<file path="src/rtl/cae_csr_bank.sv">
// cae_csr_bank: parametrised CAE CSR bank with scratch registers, W1C errors with a maskable irq, and a registered read path.
// Event counters and CNT_CTL exist only when CAE_CSR_BANK_CNT_EN is defined.
module cae_csr_bank #(
  parameter int          NUM_SCRATCH = 4,
  parameter int          NUM_ERR     = 8,
  parameter int          NUM_CNT     = 4,
  parameter int          CNT_W       = 48,
  parameter logic [11:0] THLD_RST    = 12'd1536,
  parameter logic [63:0] VERSION     = 64'h0000_0000_0002_0000
) (
  input  logic                      clk_csr,
  input  logic                      i_csr_reset_n,
  input  logic                      func_wr_valid,
  input  logic                      func_rd_valid,
  input  logic [15:0]               func_address,
  input  logic [63:0]               func_wr_data,
  output logic                      func_ack,
  output logic [63:0]               func_rd_data,
  input  logic [63:0]               cae_csr_status,
  input  logic [NUM_ERR-1:0]        err_in,
  input  logic [NUM_CNT-1:0]        cnt_inc,
  output logic [NUM_SCRATCH*64-1:0] csr_scratch,
  output logic [11:0]               csr_ldst_thld,
  output logic                      csr_err_irq
);
  logic [63:0]        scratch_q [NUM_SCRATCH];
  logic [NUM_ERR-1:0] err_q, err_d, mask_q, mask_d;
  logic [11:0]        thld_q;
  logic [63:0]        cnt_rd, rd_mux;
  logic               wr_err, wr_mask;
  assign wr_err  = func_wr_valid && func_address == 16'h0002;
  assign wr_mask = func_wr_valid && func_address == 16'h0003;
  // a new error pulse wins over a simultaneous W1C of the same bit
  assign err_d   = (err_q & ~(wr_err ? func_wr_data[NUM_ERR-1:0] : '0)) | err_in;
  assign mask_d  = wr_mask ? func_wr_data[NUM_ERR-1:0] : mask_q;
`ifdef CAE_CSR_BANK_CNT_EN
  localparam logic ID_CNT = 1'b1;
  logic [CNT_W-1:0] cnt_q [NUM_CNT];
  logic             freeze_q, cnt_clr;
  assign cnt_clr = func_wr_valid && func_address == 16'h0005 && func_wr_data[1];
  always_ff @(posedge clk_csr or negedge i_csr_reset_n)
    if (!i_csr_reset_n) begin
      freeze_q <= 1'b0;
      for (int i = 0; i < NUM_CNT; i++) cnt_q[i] <= '0;
    end else begin
      if (func_wr_valid && func_address == 16'h0005) freeze_q <= func_wr_data[0];
      for (int i = 0; i < NUM_CNT; i++)
        cnt_q[i] <= cnt_clr ? '0 : (cnt_inc[i] && !freeze_q && !(&cnt_q[i])) ? cnt_q[i] + CNT_W'(1) : cnt_q[i];
    end
  always_comb begin
    cnt_rd = (func_address == 16'h0005) ? 64'(freeze_q) : '0;
    for (int i = 0; i < NUM_CNT; i++)
      if (func_address == 16'(16 + i)) cnt_rd = 64'(cnt_q[i]);
  end
`else
  localparam logic ID_CNT = 1'b0;
  logic unused_cnt_inc;
  assign unused_cnt_inc = ^cnt_inc;
  assign cnt_rd = '0;
`endif
  always_comb begin
    rd_mux = cnt_rd;
    for (int i = 0; i < NUM_SCRATCH; i++)
      if (func_address == 16'(32 + i)) rd_mux = scratch_q[i];
    case (func_address)
      16'h0000: rd_mux = {ID_CNT, VERSION[62:0]};
      16'h0001: rd_mux = cae_csr_status;
      16'h0002: rd_mux = 64'(err_q);
      16'h0003: rd_mux = 64'(mask_q);
      16'h0004: rd_mux = 64'(thld_q);
      default: ;
    endcase
  end
  always_ff @(posedge clk_csr or negedge i_csr_reset_n)
    if (!i_csr_reset_n) begin
      for (int i = 0; i < NUM_SCRATCH; i++) scratch_q[i] <= '0;
      err_q        <= '0;
      mask_q       <= '0;
      thld_q       <= THLD_RST;
      csr_err_irq  <= 1'b0;
      func_ack     <= 1'b0;
      func_rd_data <= '0;
    end else begin
      for (int i = 0; i < NUM_SCRATCH; i++)
        if (func_wr_valid && func_address == 16'(32 + i)) scratch_q[i] <= func_wr_data;
      if (func_wr_valid && func_address == 16'h0004) thld_q <= func_wr_data[11:0];
      err_q        <= err_d;
      mask_q       <= mask_d;
      csr_err_irq  <= |(err_d & mask_d);
      func_ack     <= func_rd_valid;
      func_rd_data <= func_rd_valid ? rd_mux : '0;
    end
  for (genvar g = 0; g < NUM_SCRATCH; g++) assign csr_scratch[64*g +: 64] = scratch_q[g];
  assign csr_ldst_thld = thld_q;
endmodule

</file>
<file path="config.mk">
export PLATFORM = sky130hd
export DESIGN_NAME = cae_csr_bank
export DESIGN_NICKNAME = d
export VERILOG_FILES = /design/src/rtl/cae_csr_bank.sv
export SDC_FILE = /design/constraint.sdc
export NUM_CORES = 1
export LEC_CHECK = 0
export CORE_ASPECT_RATIO = 1.4
export CORE_MARGIN = 2
export CORE_UTILIZATION = 40
export DETAILED_ROUTE_END_ITERATION = 10
export HOLD_SLACK_MARGIN = 0.1
export PLACE_DENSITY_LB_ADDON = 0.25
export SLEW_MARGIN = 30
export SYNTH_ARGS = -nofsm -noshare
export SYNTH_HDL_FRONTEND = slang
export SYNTH_SLANG_ARGS = --single-unit
</file>
<file path="constraint.sdc">
create_clock -name clk_csr -period 2.95 [get_ports clk_csr]
set_input_delay 0.59 -clock clk_csr [delete_from_list [all_inputs] [get_ports clk_csr]]
set_output_delay 0.59 -clock clk_csr [all_outputs]
set_load 0.1 [all_outputs]
</file>
# Word level (Yosys, flattened, before mapping)
# Index checks and enable logic that the tools add are counted.
dict set report word_totals {
  reg_bits 350
  word_cells 39
}
dict set report op_classes {
  n_eq_ne 8
  muxes 8
  bitwise_logic 4
  reduce_logical 9
}
# op n
set ops {}
lappend ops {{64-bit two-way mux} 5}
lappend ops {{64-bit one-hot mux with 5 select lines} 1}
lappend ops {{16-bit by 6-bit == test with 1-bit output, second input constant} 4}
lappend ops {{16-bit by 2-bit == test with 1-bit output, second input constant} 2}
lappend ops {{8-bit AND} 2}
lappend ops {{16-bit by 1-bit == test with 1-bit output, second input constant} 1}
lappend ops {{16-bit by 3-bit == test with 1-bit output, second input constant} 1}
lappend ops {{16-bit zero test} 1}
lappend ops {{8-bit two-way mux} 2}
lappend ops {{8-bit NOT} 1}
lappend ops {{8-bit OR} 1}
lappend ops {{8-bit OR reduction} 1}
lappend ops {{1-bit logical AND} 7}

# Longest topological paths before layout
dict set report logic_depth {
  ltp_word 8
  depth_mapped 9
}

# Least setup slack after synthesis
# Ideal clock, no wire load.
dict set report synth_timing {
  path_type {input port to flip-flop}
  from {input func_address[7]}
  to {register csr_err_irq}
  setup_ns 0.148
  arrival_time_ns 2.251
  t_required_ns 2.802
  slack_ns 0.551
  path_stages 6
  cell_sequence {nor3_1 > nand4_1 > nor2_2 > mux2_2 > a2111oi_0 > nand4_1}
}
# element line_no
set synth_rtl {}
lappend synth_rtl {{start, declared} 15} ;# input logic [15:0] func_address,
lappend synth_rtl {{16-bit by 2-bit == test with 1-bit output} 32} ;# assign wr_mask = func_wr_valid && func_address == 16'h0003;
lappend synth_rtl {{1-bit logical AND} 32}
lappend synth_rtl {{8-bit two-way mux} 35} ;# assign mask_d = wr_mask ? func_wr_data[NUM_ERR-1:0] : mask_q;
lappend synth_rtl {{via mask_d[2]} 27} ;# logic [NUM_ERR-1:0] err_q, err_d, mask_q, mask_d;
lappend synth_rtl {{8-bit AND} 89} ;# csr_err_irq <= |(err_d & mask_d);
lappend synth_rtl {{8-bit OR reduction} 89}
lappend synth_rtl {{end signal, assigned} 89}
lappend synth_rtl {{end, declared} 24} ;# output logic csr_err_irq
# The timed path passes the listed nets, and every way through them passes these cells.
# A chain may end at the register's enable or synchronous reset.

# Worst setup path in the final report
dict set report layout_timing {
  from {input func_address[11]}
  to {register csr_err_irq}
}
# Same word-level chain as after synthesis.

==> summary.txt <==
Cells and area
  – Leading cell types in the layout, fill and taps excluded: sky130_fd_sc_hd__buf_4 (367), sky130_fd_sc_hd__dfrtp_1 (348), sky130_fd_sc_hd__mux2_2 (196)
  – Register Area: 0.00876 mm²
  – Ratio of cells with drive above 1 in the final layout: 41.7%
  – Signed area change from the synthesized netlist to the final layout: 40.5%
  – Fillers: 3,153
  – Most common cell after layout, fill and taps aside: sky130_fd_sc_hd__buf_4
  – Final design utilization: 56.7%
  – Area of the multi-input gates: 0.00598 mm²
  – Summed area of non-filler cells in the final layout: 0.0212 mm²
  – Nets@finish: 1,740

Critical path
  – CP bufs+invs: 1
  – Ordered list of cells on the worst path: clkdlybuf4s50_1, nor4_4, nand4_1, nor2_2, mux2_2, a2111oi_0, nand4_1
  – Type of destination of the critical path: flip-flop
  – R2r setup slk: 1350 ps
  – CP Data Required Time: 3320 ps
  – Critical Path Start Type: primary input
  – Max stage delay on crit path: 530 ps
  – WS Path Type: primary input to flip-flop
  – Standard cell with the maximum stage delay on the critical path: sky130_fd_sc_hd__a2111oi_0
  – Critical path's most frequent cell: sky130_fd_sc_hd__nand4_1
  – Crit path DAT: 2800 ps
  – Maximum fanout along the worst path: 4
  – Delay-heaviest family, CP: simple AND/OR/NAND/NOR gates

Clock network
  – H-tree lvl count: 2
  – Clock sink total: 350
  – Clk Tree Root Cell: sky130_fd_sc_hd__clkbuf_16
  – Clk buf depth: 3
  – Clock Pin Slew Worst Setup and Hold Paths: 60 ps
  – TritonCTS clock tree: built
  – Number of buffers inserted during clock tree synthesis: 36
  – Clock latency on the worst-skew pair: 520 ps

STA
  – Setup violations, final: 0
  – Actual slew at the worst max-slew pin: 671 ps
  – Rel. slew slack: 55.3%
  – Final critical-path share of the clock period: 82.3%
  – Endpoints failing hold: 0
  – Total count of max-transition violations in the final report: 0
  – Maximum clock frequency: 0.412 GHz
  – Final TNS setup: 0 ps
  – Min cycle time layout: 2430 ps
  – Worst Hold Margin: 504 ps
  – Setup repair after global routing missed its margin: false
  – Maximum clock skew at final layout: 11.6 ps

Placed design
  – Cell area after placement: 0.0201 mm²
  – HPWL Detailed: 35.4 mm
  – Global placement routability congestion: 0.853
  – Port bufs: 489

Power and ir drop
  – Switching power: 2.12 mW
  – Static leakage power: 10.9 nW
  – Power per Cell Area: 457 mW/mm²
  – Cell Int Power: 7.58 mW
  – Portion of total power attributed to sequential cells: 49.5%
  – Sw Ratio: 21.9%
  – Relative contribution of combinational cells to total power: 5.3%
  – Worst ir drop on vdd: 533 µV
  – Share of total power in the clock network: 45.2%

Global routing
  – Via count of the first global-routing pass: 12.5k
  – Wire length of the first global-routing pass: 75.4 mm
  – Number of antenna violations at the first check in global routing: 1
  – GRT Util Overall: 25.1%
  – Remaining global-route overflow: 0
  – Pin count of the biggest net entering global routing: 76

Routing
  – ANT nets after route: 0
  – Routed wire per std cell: 24.3 µm
  – DRC Markers: 0
  – DRT Wirelength: 50.5 mm
  – Number of iterations in the first detailed-routing pass: 8
  – Avg Vias per Cell: 5.56
  – Detailed router's first-iteration violation count: 952
  – Number of vias in the routed layout: 11.5k

Yosys
  – Share of async-settable or async-resettable flops after synthesis: 100%
  – Seq cells post-synth: 350
  – Synthesized area per cell: 14.1 µm²
  – Dominant combinational cell family by area after synthesis: multiplexers
  – XOR/XNOR share of the synthesized area: 0%
  – Compound-Gate Fraction of Synth Area: 9.00%
  – Distinct cell type count of the synthesized netlist: 46
  – Fraction of synthesized area in multiplexers: 25.3%
  – Synthesis warning total: 0
  – Post-synthesis share of cell area spent on and, or, nand and nor gates: 4.98%
  – Sequential cell area fraction in the yosys report: 58.0%
  – Number of standard cells after synthesis: 1,072
  – Number of flops mapped to enable cells by yosys: 0
  – Post-synthesis instance area: 0.0151 mm²
  – Post-synth net total: 1,232
  – Post-synthesis share of cell area spent on full adders, half adders and majority gates: 0%
  – Top flip-flop cell by instance count after synthesis: sky130_fd_sc_hd__dfrtp_1

Flow run
  – Max Cap Violations: 0

Floorplanning
  – Number of standard-cell rows in the floorplan: 84
  – Placeable Area: 0.0374 mm²
  – DIE HEIGHT: 234 µm
  – DIE WIDTH: 168 µm
  – Effective utilization at floorplan: 40.4%
  – I/O pin count: 494
  – Die area: 0.0393 mm²

Worst hold path
  – Hold Path Class: flip-flop to flip-flop

Run status
  – Run status: finished clean
==> Yosys cell counts, types with 2 or more instances <==
master	number	share of area [%]
sky130_fd_sc_hd__a222oi_1	60	4.0
sky130_fd_sc_hd__buf_2	34	1.1
sky130_fd_sc_hd__mux2i_1	4	0.27
sky130_fd_sc_hd__dfstp_2	2	0.35
sky130_fd_sc_hd__nand4_1	2	0.083
sky130_fd_sc_hd__nand2_2	2	0.083
sky130_fd_sc_hd__inv_1	4	0.099
sky130_fd_sc_hd__or2_2	3	0.12
sky130_fd_sc_hd__nand3_1	8	0.27
sky130_fd_sc_hd__mux2_2	196	15
sky130_fd_sc_hd__a21oi_1	8	0.27
sky130_fd_sc_hd__nor2_1	13	0.32
sky130_fd_sc_hd__nor4_1	2	0.083
sky130_fd_sc_hd__and4_1	2	0.12
sky130_fd_sc_hd__a221oi_1	8	0.46
sky130_fd_sc_hd__clkbuf_1	30	0.75
sky130_fd_sc_hd__mux2_1	127	9.5
sky130_fd_sc_hd__a21boi_0	2	0.099
sky130_fd_sc_hd__o21ai_1	4	0.13
sky130_fd_sc_hd__nand2_1	79	2.0
sky130_fd_sc_hd__o21ai_0	6	0.20
sky130_fd_sc_hd__nor2b_1	6	0.25
sky130_fd_sc_hd__buf_4	3	0.15
sky130_fd_sc_hd__a21boi_1	51	2.5
sky130_fd_sc_hd__buf_6	7	0.52
sky130_fd_sc_hd__a21o_1	3	0.15
sky130_fd_sc_hd__dfrtp_1	348	58
sky130_fd_sc_hd__and3_1	9	0.37
sky130_fd_sc_hd__nor2_2	2	0.083
sky130_fd_sc_hd__a22oi_1	12	0.60
sky130_fd_sc_hd__mux2_4	10	0.99
sky130_fd_sc_hd__nor4_4	2	0.28
sky130_fd_sc_hd__a211o_1	9	0.52
sky130_fd_sc_hd__nor3_1	2	0.066
==> metrics by stage <==
| stage | setup WS (ps) | power [mW] | cells |
|---|---|---|---|
| after floorplan | 551 | 4.99 | 1072 |
| after global placement | -39.1 | 5.41 | 2014 |
| after detailed placement | -54.5 | 5.42 | 2014 |
| after CTS | 495 | 9.81 | 2075 |
| after global routing | 316 | 10.0 | 2076 |
| final | 521 | 9.71 | 2076 |
==> what timing repair did <==
item | 4_1_cts | 5_1_grt
hold endpoints to repair | 36 | 0
setup buffers | 0 | 0
hold buffers | 1 | 0
endpoints found under the setup margin | 0 | 0
gates resized for setup | 0 | 0
==> routing by layer <==
metal  vias to the layer above  GRT usage [%]  share of wire (%)
li1                       5013              -                  -
met3                       136           6.46                7.9
met4                         0           12.6                5.1
met5                         -              0                  0
met1                      5863           28.1                 36
met2                       536           44.4                 51
==> logic make-up (layout without fill, tap and decap cells) <==
group,Yosys count,count (layout)
AOI/OAI and AO/OA,164,164
DFF,350,350
other,0,1
muxes,337,337
and+or+nand+nor,142,142
buffers and inverters,79,609
==> layout make-up <==
class                   count  area share (%)
flip-flops and latches    350            41.3
multi-input cells         643            28.2
repair buffers            545            22.5
clock buffers              53            4.93
well taps                 473            2.79
clock inverters             7           0.295
inverters                   4          0.0708
diodes                      1          0.0118
==> worst register-to-register path, cell delays in order, from the launching register on <==
cell                       delay [ps]
sky130_fd_sc_hd__dfrtp_1          390
sky130_fd_sc_hd__mux2i_1          170
sky130_fd_sc_hd__nor2_1           100
sky130_fd_sc_hd__a221oi_1         230
sky130_fd_sc_hd__nor2_1            70
sky130_fd_sc_hd__a221oi_1         420
sky130_fd_sc_hd__nor2b_1           90
==> sequential cells by signal, summed over array words and instances (netlist names) <==
signal and count:
func_rd_data 64, csr_err_irq 1, mask_q 8, err_q 8
csr_ldst_thld 12, csr_scratch 256, func_ack 1
==> path summary, 6_finish.rpt <==
| path | start | to | cells after the start |
|---|---|---|---|
| worst max-delay path | func_address[11] | csr_err_irq | 7 |
| worst min-delay path | mask_q[0] | mask_q[0] | 2 |
| worst max register to register | csr_scratch[72] | func_rd_data[8] | 6 |
| worst min register to register | mask_q[0] | mask_q[0] | 2 |
| max in group asynchronous | i_csr_reset_n | csr_scratch[31] | 3 |
| min in group asynchronous | i_csr_reset_n | csr_scratch[82] | 2 |
==> power groups by stage <==
stage	registers (mW)	logic, mW	clock network, mW
final	4.80	0.519	4.38
after global routing	4.80	0.559	4.68
after CTS	4.80	0.527	4.48
after detailed placement	4.89	0.523	0
after global placement	4.89	0.518	0
after floorplan	4.91	0.0772	0
(Power assumes the default switching activity.)
